<file path="src/rtl/sync_fifo_fwft_pkg.sv">
// Shared sizing helpers for the FWFT FIFO slice.
// Pure constants/functions, no timing or flow-control behaviour.
// Imported by the interface, the top and the pointer/storage helpers.
package sync_fifo_fwft_pkg;

   localparam int FIFO_ADDR_ZERO = 0;

   // Occupancy and pointers need one bit beyond the address to reach Depth.
   function automatic int fifo_count_w(input int log_depth);
      return log_depth + 1;
   endfunction

endpackage

</file>
<file path="src/rtl/sync_fifo_fwft_if.sv">
// Handshake bundle between a FWFT FIFO and its producer/consumer.
// Wires only, no latency.
// Backpressure carried by full/almost_full; availability by r_valid.
interface sync_fifo_fwft_if
   import sync_fifo_fwft_pkg::*;
#(
   parameter type T        = logic,
   parameter int  LogDepth = 4
);
   localparam int CntW = fifo_count_w(LogDepth);

   logic            flush;
   logic            push;
   T                w_data;
   logic            full;
   logic            almost_full;
   logic            pop;
   T                r_data;
   logic            r_valid;
   logic            almost_empty;
   logic [CntW-1:0] count;
   logic [CntW-1:0] af_thresh;
   logic [CntW-1:0] ae_thresh;
   logic            overflow;
   logic            underflow;

   modport master (
      output flush, push, w_data, pop, af_thresh, ae_thresh,
      input  full, almost_full, r_data, r_valid, almost_empty, count, overflow, underflow
   );

   modport slave (
      input  flush, push, w_data, pop, af_thresh, ae_thresh,
      output full, almost_full, r_data, r_valid, almost_empty, count, overflow, underflow
   );
endinterface

</file>
<file path="src/rtl/counter.sv">
// Wrapping up-counter with synchronous clear, used for FIFO pointers.
// Increments on the edge after inc; clear takes priority.
// No backpressure; caller gates inc.
module counter
   import sync_fifo_fwft_pkg::*;
#(
   parameter int W = 5
) (
   input  logic         clk,
   input  logic         rst_n,
   input  logic         clr,
   input  logic         inc,
   output logic [W-1:0] q
);
   always_ff @(posedge clk or negedge rst_n) begin
      if (!rst_n)   q <= W'(FIFO_ADDR_ZERO);
      else if (clr) q <= W'(FIFO_ADDR_ZERO);
      else if (inc) q <= q + W'(1);
   end
endmodule

</file>
<file path="src/rtl/sdpram.sv">
// Simple dual-port RAM, one write port and one registered read port.
// Read data appears one edge after rd_en and holds until the next rd_en.
// No backpressure; caller guarantees address validity.
module sdpram #(
   parameter type T     = logic,
   parameter int  AddrW = 4
) (
   input  logic             clk,
   input  logic             wr_en,
   input  logic [AddrW-1:0] wr_addr,
   input  T                 wr_dat,
   input  logic             rd_en,
   input  logic [AddrW-1:0] rd_addr,
   output T                 rd_dat
);
   T mem [2**AddrW];

   always_ff @(posedge clk) begin
      if (wr_en) mem[wr_addr] <= wr_dat;
      if (rd_en) rd_dat <= mem[rd_addr];
   end
endmodule

</file>
<file path="src/rtl/sync_fifo_fwft_head_reg.sv">
// Head-of-queue stage: valid bit, direct-write register and RAM prefetch control.
// Head refills on the same edge it is freed (from RAM or straight from w_data).
// No backpressure of its own; store/pop_acc are already qualified by the top.
module fifo_head_reg #(
   parameter type T = logic
) (
   input  logic clk,
   input  logic rst_n,
   input  logic flush,
   input  logic store,
   input  logic pop_acc,
   input  logic ram_empty,
   input  T     w_data,
   input  T     ram_rd_dat,
   output logic head_vld,
   output T     head_dat,
   output logic ram_rd_en,
   output logic ram_wr_en
);
   logic vld_q;
   logic sel_ram_q;
   T     dat_q;
   logic head_free;
   logic load_direct;

   assign head_free   = !vld_q || pop_acc;
   assign ram_rd_en   = head_free && !ram_empty && !flush;
   // With RAM empty a freed head takes the incoming word directly, skipping the RAM.
   assign load_direct = head_free && ram_empty && store && !flush;
   assign ram_wr_en   = store && !load_direct && !flush;

   always_ff @(posedge clk or negedge rst_n) begin
      if (!rst_n) begin
         vld_q     <= 1'b0;
         sel_ram_q <= 1'b0;
         dat_q     <= '0;
      end else if (flush) begin
         vld_q     <= 1'b0;
         sel_ram_q <= 1'b0;
         dat_q     <= '0;
      end else begin
         if (head_free) vld_q <= ram_rd_en || load_direct;
         if (ram_rd_en) begin
            sel_ram_q <= 1'b1;
         end else if (load_direct) begin
            sel_ram_q <= 1'b0;
            dat_q     <= w_data;
         end
      end
   end

   // The RAM read register doubles as head storage once an entry is prefetched.
   assign head_vld = vld_q;
   assign head_dat = sel_ram_q ? ram_rd_dat : dat_q;
endmodule

</file>
<file path="src/rtl/sync_fifo_fwft.sv">
// First-word-fall-through FIFO with count, thresholds, flush, sticky error flags.
// Push to empty visible one edge later; SYNC_FIFO_FWFT_BYPASS_EN makes it same-cycle.
// Rejects push while full and pop while empty, latching overflow/underflow.
module sync_fifo_fwft
   import sync_fifo_fwft_pkg::*;
#(
   parameter type T        = logic,
   parameter int  LogDepth = 4
) (
   input logic             clk,
   input logic             rst_n,
   sync_fifo_fwft_if.slave bus
);
   localparam int Depth = 2**LogDepth;
   localparam int CntW  = fifo_count_w(LogDepth);

   logic [CntW-1:0] cnt_q;
   logic [CntW-1:0] wr_ptr;
   logic [CntW-1:0] rd_ptr;
   logic            push_acc;
   logic            pop_acc;
   logic            store;
   logic            ram_empty;
   logic            ram_rd_en;
   logic            ram_wr_en;
   logic            head_vld;
   logic            overflow_q;
   logic            underflow_q;
   T                head_dat;
   T                ram_rd_dat;

   assign bus.full         = (cnt_q == CntW'(Depth));
   assign bus.almost_full  = (cnt_q >= bus.af_thresh);
   assign bus.almost_empty = (cnt_q <= bus.ae_thresh);
   assign bus.count        = cnt_q;
   assign bus.overflow     = overflow_q;
   assign bus.underflow    = underflow_q;

   assign push_acc = bus.push && !bus.full && !bus.flush;
   assign pop_acc  = bus.pop && bus.r_valid && !bus.flush;

`ifdef SYNC_FIFO_FWFT_BYPASS_EN
   logic byp;
   assign byp         = (cnt_q == '0) && bus.push;
   assign bus.r_valid = head_vld || byp;
   assign bus.r_data  = byp ? bus.w_data : head_dat;
   // Word consumed in the cycle it arrives never touches storage.
   assign store       = push_acc && !(byp && pop_acc);
`else
   assign bus.r_valid = head_vld;
   assign bus.r_data  = head_dat;
   assign store       = push_acc;
`endif

   assign ram_empty = (wr_ptr == rd_ptr);

   always_ff @(posedge clk or negedge rst_n) begin
      if (!rst_n) begin
         cnt_q       <= '0;
         overflow_q  <= 1'b0;
         underflow_q <= 1'b0;
      end else if (bus.flush) begin
         cnt_q       <= '0;
         overflow_q  <= 1'b0;
         underflow_q <= 1'b0;
      end else begin
         cnt_q       <= cnt_q + CntW'(push_acc) - CntW'(pop_acc);
         overflow_q  <= overflow_q  || (bus.push && bus.full);
         underflow_q <= underflow_q || (bus.pop && !bus.r_valid);
      end
   end

   counter #(.W(CntW)) u_wr_ptr (
      .clk   (clk),
      .rst_n (rst_n),
      .clr   (bus.flush),
      .inc   (ram_wr_en),
      .q     (wr_ptr)
   );

   counter #(.W(CntW)) u_rd_ptr (
      .clk   (clk),
      .rst_n (rst_n),
      .clr   (bus.flush),
      .inc   (ram_rd_en),
      .q     (rd_ptr)
   );

   sdpram #(.T(T), .AddrW(LogDepth)) u_ram (
      .clk     (clk),
      .wr_en   (ram_wr_en),
      .wr_addr (wr_ptr[LogDepth-1:0]),
      .wr_dat  (bus.w_data),
      .rd_en   (ram_rd_en),
      .rd_addr (rd_ptr[LogDepth-1:0]),
      .rd_dat  (ram_rd_dat)
   );

   fifo_head_reg #(.T(T)) u_head (
      .clk        (clk),
      .rst_n      (rst_n),
      .flush      (bus.flush),
      .store      (store),
      .pop_acc    (pop_acc),
      .ram_empty  (ram_empty),
      .w_data     (bus.w_data),
      .ram_rd_dat (ram_rd_dat),
      .head_vld   (head_vld),
      .head_dat   (head_dat),
      .ram_rd_en  (ram_rd_en),
      .ram_wr_en  (ram_wr_en)
   );
endmodule

</file>
<file path="src/flat_wrapper.sv">
// flat-port wrapper written by rule: the top's interface ports become plain ports
module sync_fifo_fwft_flat import sync_fifo_fwft_pkg::*;
#(
   parameter type T        = logic,
   parameter int  LogDepth = 4
)
  (clk, rst_n, bus_flush, bus_push, bus_w_data, bus_pop, bus_af_thresh, bus_ae_thresh, bus_full, bus_almost_full, bus_r_data, bus_r_valid, bus_almost_empty, bus_count, bus_overflow, bus_underflow);
  sync_fifo_fwft_if #(.T(T), .LogDepth(LogDepth)) bus_i ();
  input logic clk;
  input logic rst_n;
  input wire logic [$bits(bus_i.flush)-1:0] bus_flush;
  input wire logic [$bits(bus_i.push)-1:0] bus_push;
  input wire logic [$bits(bus_i.w_data)-1:0] bus_w_data;
  input wire logic [$bits(bus_i.pop)-1:0] bus_pop;
  input wire logic [$bits(bus_i.af_thresh)-1:0] bus_af_thresh;
  input wire logic [$bits(bus_i.ae_thresh)-1:0] bus_ae_thresh;
  output wire logic [$bits(bus_i.full)-1:0] bus_full;
  output wire logic [$bits(bus_i.almost_full)-1:0] bus_almost_full;
  output wire logic [$bits(bus_i.r_data)-1:0] bus_r_data;
  output wire logic [$bits(bus_i.r_valid)-1:0] bus_r_valid;
  output wire logic [$bits(bus_i.almost_empty)-1:0] bus_almost_empty;
  output wire logic [$bits(bus_i.count)-1:0] bus_count;
  output wire logic [$bits(bus_i.overflow)-1:0] bus_overflow;
  output wire logic [$bits(bus_i.underflow)-1:0] bus_underflow;
  assign bus_i.flush = bus_flush;
  assign bus_i.push = bus_push;
  assign bus_i.w_data = bus_w_data;
  assign bus_i.pop = bus_pop;
  assign bus_i.af_thresh = bus_af_thresh;
  assign bus_i.ae_thresh = bus_ae_thresh;
  assign bus_full = bus_i.full;
  assign bus_almost_full = bus_i.almost_full;
  assign bus_r_data = bus_i.r_data;
  assign bus_r_valid = bus_i.r_valid;
  assign bus_almost_empty = bus_i.almost_empty;
  assign bus_count = bus_i.count;
  assign bus_overflow = bus_i.overflow;
  assign bus_underflow = bus_i.underflow;
  sync_fifo_fwft #(.T(T), .LogDepth(LogDepth)) u_core (.clk(clk), .rst_n(rst_n), .bus(bus_i));
endmodule
</file>
<file path="config.mk">
export PLATFORM = sky130hd
export DESIGN_NAME = sync_fifo_fwft_flat
export DESIGN_NICKNAME = d
export VERILOG_FILES = /design/src/rtl/sync_fifo_fwft_pkg.sv /design/src/rtl/sync_fifo_fwft_if.sv /design/src/rtl/counter.sv /design/src/rtl/sdpram.sv /design/src/rtl/sync_fifo_fwft_head_reg.sv /design/src/rtl/sync_fifo_fwft.sv /design/src/flat_wrapper.sv
export SDC_FILE = /design/constraint.sdc
export NUM_CORES = 1
export LEC_CHECK = 0
export ABC_AREA = 1
export BUFFER_PORTS_ARGS = -buffer_cell sky130_fd_sc_hd__buf_2
export CAP_MARGIN = 20
export CORE_MARGIN = 4
export CORE_UTILIZATION = 52
export CTS_BUF_LIST = sky130_fd_sc_hd__clkbuf_8
export DETAILED_ROUTE_END_ITERATION = 10
export HOLD_SLACK_MARGIN = 0.08
export PLACE_DENSITY_LB_ADDON = 0.2
export SLEW_MARGIN = 0
export SYNTH_ARGS = -nofsm -noshare
export SYNTH_HDL_FRONTEND = slang
export SYNTH_SLANG_ARGS = --single-unit
</file>
<file path="constraint.sdc">
create_clock -name clk -period 2.1 [get_ports clk]
set_input_delay 0.315 -clock clk [delete_from_list [all_inputs] [get_ports clk]]
set_output_delay 0.315 -clock clk [all_outputs]
set_load 0.005 [all_outputs]
</file>
# Word-level counts from Yosys, hierarchy flattened
# Memories as Yosys holds them, arrays and structs flattened. A register that Yosys moved wholly into a read port is not among the register bits.
# Cells that the tools add are included.
[word_totals]
ff_bits = 20
ramBits = 16
inputBits = 16
out_inout_bits = 12
word_cells = 64
memories = 1
[memory_table]
columns = ["name", "depth", "width", "rd", "rd_clocked_by_memory_dff", "write_ports", "line_no", "source"]
rows = [
  ["u_core.u_ram.mem", 16, 1, 1, 1, 1, "sdpram.sv:16", "T mem [2**AddrW];"],
]
[op_classes]
addsub = 4
magnitude_cmp = 2
n_eq_ne = 3
n_mux = 18
reduce_logical = 28
[op_table]
columns = ["operator", "n"]
rows = [
  ["two-way mux 5 bit", 5],
  ["logical AND 1 bit", 13],
  ["two-way mux 1 bit", 13],
  ["adder 5 x 1 -> 5 bit, second input constant", 2],
  ["nonzero test 2 bit", 4],
  ["adder 5 x 1 -> 5 bit", 1],
  ["== test 5 bit", 1],
  ["== test 5 bit, second input constant", 1],
  ["greater-or-equal comparator 5 bit", 1],
  ["<= comparator 5 bit", 1],
  ["logical NOT 1 bit", 5],
  ["subtractor 5 x 1 -> 5 bit", 1],
  ["logical OR 1 bit", 4],
  ["nonzero test 3 bit", 1],
  ["!= test 2 bit, second input constant", 1],
  ["AND reduction 2 bit", 1],
]

# Longest topological paths before layout
[depth]
depth_word = 11
depth_mapped = 14
depth_no_buf = 13

# Hierarchy
# From an unflattened synthesis, not the netlist that was laid out.
[unflattened]
hier_cells = 290
area_unflattened_um2 = 2342.2
[modules_own_cells]
columns = ["module", "n_inst", "cells_each", "area_per_inst_um2"]
rows = [
  ["sdpram", 1, 96, 857.1],
  ["sync_fifo_fwft", 1, 106, 773.2],
  ["counter", 2, 32, 266.5],
  ["fifo_head_reg", 1, 24, 178.9],
]

# Worst setup path before layout
# No wires, ideal clock.
[synth_timing]
path_kind = "register to register"
startpoint = "register u_core.cnt_q[2] (netlist: u_core.bus.count[2])"
endpoint = "register u_core.cnt_q[4] (netlist: u_core.bus.count[4])"
arrival_ns = 2.253
t_required_ns = 2.023
slack_ns = -0.231
stages_incl_launch_ff = 15
period_less_slack_ns = 2.331
cell_sequence = "dfrtp_1 -> inv_1 -> ha_1 -> nand4_1 -> inv_1 -> nor2_1 -> buf_2 -> ha_1 -> inv_1 -> fa_1 -> inv_1 -> a21oi_1 -> o21bai_1 -> o21ai_0 -> a21oi_1"
[synth_via]
elab_chain_len = 7
[synth_rtl]
columns = ["item", "line_no", "source"]
rows = [
  ["start, declared", "sync_fifo_fwft.sv:17", "logic [CntW-1:0] cnt_q;"],
  ["start signal, assigned", "sync_fifo_fwft.sv:67", "cnt_q <= cnt_q + CntW'(push_acc) - CntW'(pop_acc);"],
  ["== test 5 bit", "sync_fifo_fwft.sv:32", "assign bus.full = (cnt_q == CntW'(Depth));"],
  ["named net bus_full", "flat_wrapper.sv:17", "output wire logic [$bits(bus_i.full)-1:0] bus_full;"],
  ["logical NOT 1 bit", "sync_fifo_fwft.sv:39", "assign push_acc = bus.push && !bus.full && !bus.flush;"],
  ["logical AND 1 bit (2 in series)", "sync_fifo_fwft.sv:39", ""],
  ["adder 5 x 1 -> 5 bit", "sync_fifo_fwft.sv:67", ""],
  ["subtractor 5 x 1 -> 5 bit", "sync_fifo_fwft.sv:67", ""],
  ["two-way mux 5 bit", "sync_fifo_fwft.sv:62", "end else if (bus.flush) begin"],
]
# The timed path passes the listed nets, and every way through them passes these cells.
# A chain may end at the register's enable or synchronous reset.

# Worst setup path in the final report
[layout_timing]
startpoint = "register u_core.cnt_q[4] (netlist: u_core.bus.count[4])"
endpoint = "output bus_almost_full"
[layout_via]
elab_chain_len = 1
[layout_rtl]
columns = ["item", "line_no", "source"]
rows = [
  ["greater-or-equal comparator 5 bit", "sync_fifo_fwft.sv:33", "assign bus.almost_full = (cnt_q >= bus.af_thresh);"],
  ["end, declared", "flat_wrapper.sv:18", "output wire logic [$bits(bus_i.almost_full)-1:0] bus_almost_full;"],
]
# No other way between the ends.

==> reports/qor.csv <==
stage,metric,value,unit
status,status,finished clean,
floorplan,Core Rows,23,
clock_tree,CTS tree,done,
place,DP HPWL,3.49,mm
clock_tree,TritonCTS buffer count,5,
timing,Final period util,0.951,
setup_path,"slowest stage delay, CP",0.38,ns
route,DR pass1 iterations,4,
final_layout,FF/Latch Area,1010,µm²
timing,"Slew Viols, Final",0,
final_layout,"commonest non-fill, non-tap cell in the layout",nand2_1,
final_layout,Multi-input gate area,1120,µm²
timing,Fmax achieved,501,MHz
grt,Global Route met3 Usage,0.0365,
floorplan,I/O pin total,28,
floorplan,full die area,5560,µm²
setup_path,critical path launch point type,flip-flop,
logic_synthesis,syn_nets,307,
setup_path,"critical path fanouts, max",4,
timing,hold slack,0.306,ns
setup_path,R2R depth,13,
timing,setup ws final,0.103,ns
grt,grt met2 use,0.301,
setup_path,Worst path depth,6,
timing,skew final,0.00357,ns
floorplan,die height,74.5,µm
timing,Setup TNS Final,0,ns
power_and_ir_drop,Clock Power Share,0.171,
place,Port Buf Inserts,27,
setup_path,critical path data arrival time,1.68,ns
setup_path,Buf/Inv on CP,2,
logic_synthesis,Synthesis Warnings,0,
final_layout,"commonest cells after routing, fill and taps aside","45 x nand2_1, 36 x inv_1, 27 x buf_2",
timing,"Setup violations, final",0,
grt,pin count of the biggest net entering global routing,21,
floorplan,Starting Density,0.556,
route,# DRC,0,
worst_hold_path,cell depth of the worst hold path,3,
route,Post-DRT Antenna Nets,0,
grt,GRT Total Usage,0.193,
floorplan,Die Span X,74.5,µm
logic_synthesis,synthesis-stage register bit count,37,
power_and_ir_drop,Int Pwr,1.61,mW
route,DRT iter0 DRCs,139,
timing,Final Hold Fails,0,
power_and_ir_drop,sw frac,0.409,
logic_synthesis,Avg Inst Size Synth,8.56,µm²
logic_synthesis,register area share after synthesis,0.439,
logic_synthesis,synthesized area,2300,µm²
clock_tree,clk buf depth,2,
grt,initial antenna violation count,0,
power_and_ir_drop,sequential power share,0.346,
grt,Top Usage Layer GRT,met2,
setup_path,WS Path Type,flip-flop to output port,
final_layout,layout cells sized above 1,0.231,
final_layout,P&R area growth vs syn,16.9,%
power_and_ir_drop,P_leak,1.32,nW
clock_tree,H-tree depth,2,
grt,gr ovfl total,0,
setup_path,"CP delay by family, top",compound AO/OA/AOI/OAI gates,
clock_tree,clk sinks,37,
logic_synthesis,Unique masters post-synth,34,
final_layout,final instance area,2690,µm²
route,drt wl/cell,13.1,µm
timing,min Tclk post-route,2.00,ns
power_and_ir_drop,Max VDD drop,0.585,mV
final_layout,n_diodes,0,
clock_tree,clock root cell,clkbuf_8,
grt,GR met1 Demand/Resource,0.275,
clock_tree,Clock transition at path regs,0.07,ns
grt,first-pass GRT wire length,8.16,mm
setup_path,"slowest stage cell, crit path",dfrtp_1,
power_and_ir_drop,cell area power density,1010,nW/µm²
final_layout,NumNets Final,349,
worst_hold_path,worst hold path class,input pin to flip-flop,
route,overall routed net length,4.76,mm
route,vias,1855,
timing,Tightest Pin Transition,0.480,ns
place,routability cong.,0.859,
run,Max-cap violations,0,
setup_path,CP cell instances,buf_4 > ha_1 > a21oi_1 > o21a_1 > o311ai_2 > buf_2,
setup_path,worst path required time,1.78,ns
route,Vias/cell,5.12,
power_and_ir_drop,Psw,1.11,mW
floorplan,core box area,4140,µm²
grt,vias in the first global route,1773,
logic_synthesis,Gate Count Post-Synth,269,
final_layout,# fillers,366,
clock_tree,Worst-Skew Late Latency,0.28,ns
power_and_ir_drop,Comb power frac,0.483,
setup_path,Worst Setup End Kind,output port,
place,"worst slack, placed",0.0781,ns
timing,Slew headroom,0.680,
place,Post-Place Cell Area,2560,µm²
## routing by layer
layer	vias to the layer above	part of all wire	wire (µm)
met5	-	0	0
met4	0	0.011	51
met3	5	0.042	201
met2	29	0.46	2190
met1	849	0.49	2320
li1	972	-	-
## worst register-to-register path: stages, from the launching register on
cell      delay, ns
dfrtp_1        0.34
inv_1          0.06
ha_2           0.17
nand4_1        0.12
inv_2          0.07
nor2_4         0.11
ha_4           0.14
inv_1          0.04
fa_2           0.33
inv_2          0.07
a21oi_1        0.06
o21bai_1       0.16
o21ai_1        0.09
a21oi_1        0.11
## path summary, 6_finish.rpt
path,endpoint,slack [ns],startpoint
setup / recovery,bus_almost_full,0.10,u_core.bus.count[4]
hold / removal,u_core.bus.underflow,0.31,bus_pop
setup reg to reg,u_core.bus.count[4],0.15,u_core.bus.count[3]
hold reg to reg,u_core.bus.overflow,0.51,u_core.bus.overflow
max in group asynchronous,u_core.u_wr_ptr.q[1],1.25,rst_n
min in group asynchronous,u_core.bus.underflow,0.52,rst_n
## through the flow
step / util / instances / power, mW
2_1_floorplan: - / 269 / 1.83
3_3_place_gp: 0.617 / 349 / 2.19
3_5_place_dp: 0.617 / 349 / 2.21
4_1_cts: 0.639 / 358 / 2.67
5_1_grt: 0.649 / 362 / 2.97
6_report: 0.649 / 362 / 2.72
## Yosys cell counts
library cell / n / area share
a21oi_1: 9 / 0.020
a31oi_1: 1 / 0.0027
buf_1: 1 / 0.0016
buf_2: 2 / 0.0043
buf_4: 1 / 0.0033
buf_6: 1 / 0.0049
clkbuf_1: 1 / 0.0016
dfrtp_1: 20 / 0.22
edfxtp_1: 17 / 0.22
fa_1: 1 / 0.0087
ha_1: 21 / 0.11
inv_1: 39 / 0.064
inv_2: 6 / 0.0098
nand2_1: 45 / 0.073
nand2_2: 3 / 0.0082
nand2_4: 1 / 0.0049
nand3_1: 16 / 0.035
nand3_2: 1 / 0.0043
nand3b_1: 2 / 0.0065
nand4_1: 6 / 0.016
nand4_4: 1 / 0.0092
nor2_1: 26 / 0.042
nor2_2: 1 / 0.0027
nor2_4: 2 / 0.0098
nor3_1: 13 / 0.028
o21a_1: 1 / 0.0033
o21ai_0: 19 / 0.041
o21ai_1: 1 / 0.0022
o21bai_1: 1 / 0.0033
o221ai_1: 1 / 0.0038
o22ai_1: 2 / 0.0054
o311ai_0: 1 / 0.0038
xnor2_1: 2 / 0.0076
xor2_1: 4 / 0.015
## cells by family after synthesis
logic type	synth area share
adders and majority gates	0.123
AOI/OAI and AO/OA	0.0853
buffers and inverters	0.0891
DFF	0.439
and+or+nand+nor	0.241
xor gates and xnor gates	0.0228
## repair_timing
action | 4_1_cts | 5_1_grt
gates resized for setup | 0 | 5
hold buffers | 1 | 0
hold endpoints to repair | 20 | 0
buffers inserted | 0 | 4
endpoints found under the setup margin | 0 | 2
## final cells by class
class | instances | share of cell area
timing repair buffer | 41 | 0.0902
inverter | 45 | 0.0628
clock buffer | 5 | 0.0256
sequential | 37 | 0.376
multi-input combinational | 181 | 0.417
tap | 50 | 0.0232
clock inverter | 3 | 0.00511
## flip-flops by register name, summed over array words and instances (netlist names)
| signal | flops |
|---|---|
| u_core.bus.count | 5 |
| u_core.bus.overflow | 1 |
| u_core.bus.underflow | 1 |
| u_core.u_head.dat_q | 1 |
| u_core.u_head.head_vld | 1 |
| u_core.u_head.sel_ram_q | 1 |
| u_core.u_ram.mem | 16 |
| u_core.u_ram.rd_dat | 1 |
| u_core.u_rd_ptr.q | 5 |
| u_core.u_wr_ptr.q | 5 |
## power groups by stage
stage	registers, mW	clock network [mW]	logic, mW
after detailed placement	0.955	0	1.25
final	0.943	0.465	1.32
after floorplan	0.974	0	0.855
after global routing	0.963	0.504	1.50
after global placement	0.953	0	1.24
after CTS	0.940	0.473	1.26
No activity file was read; power rests on OpenSTA's default activity.
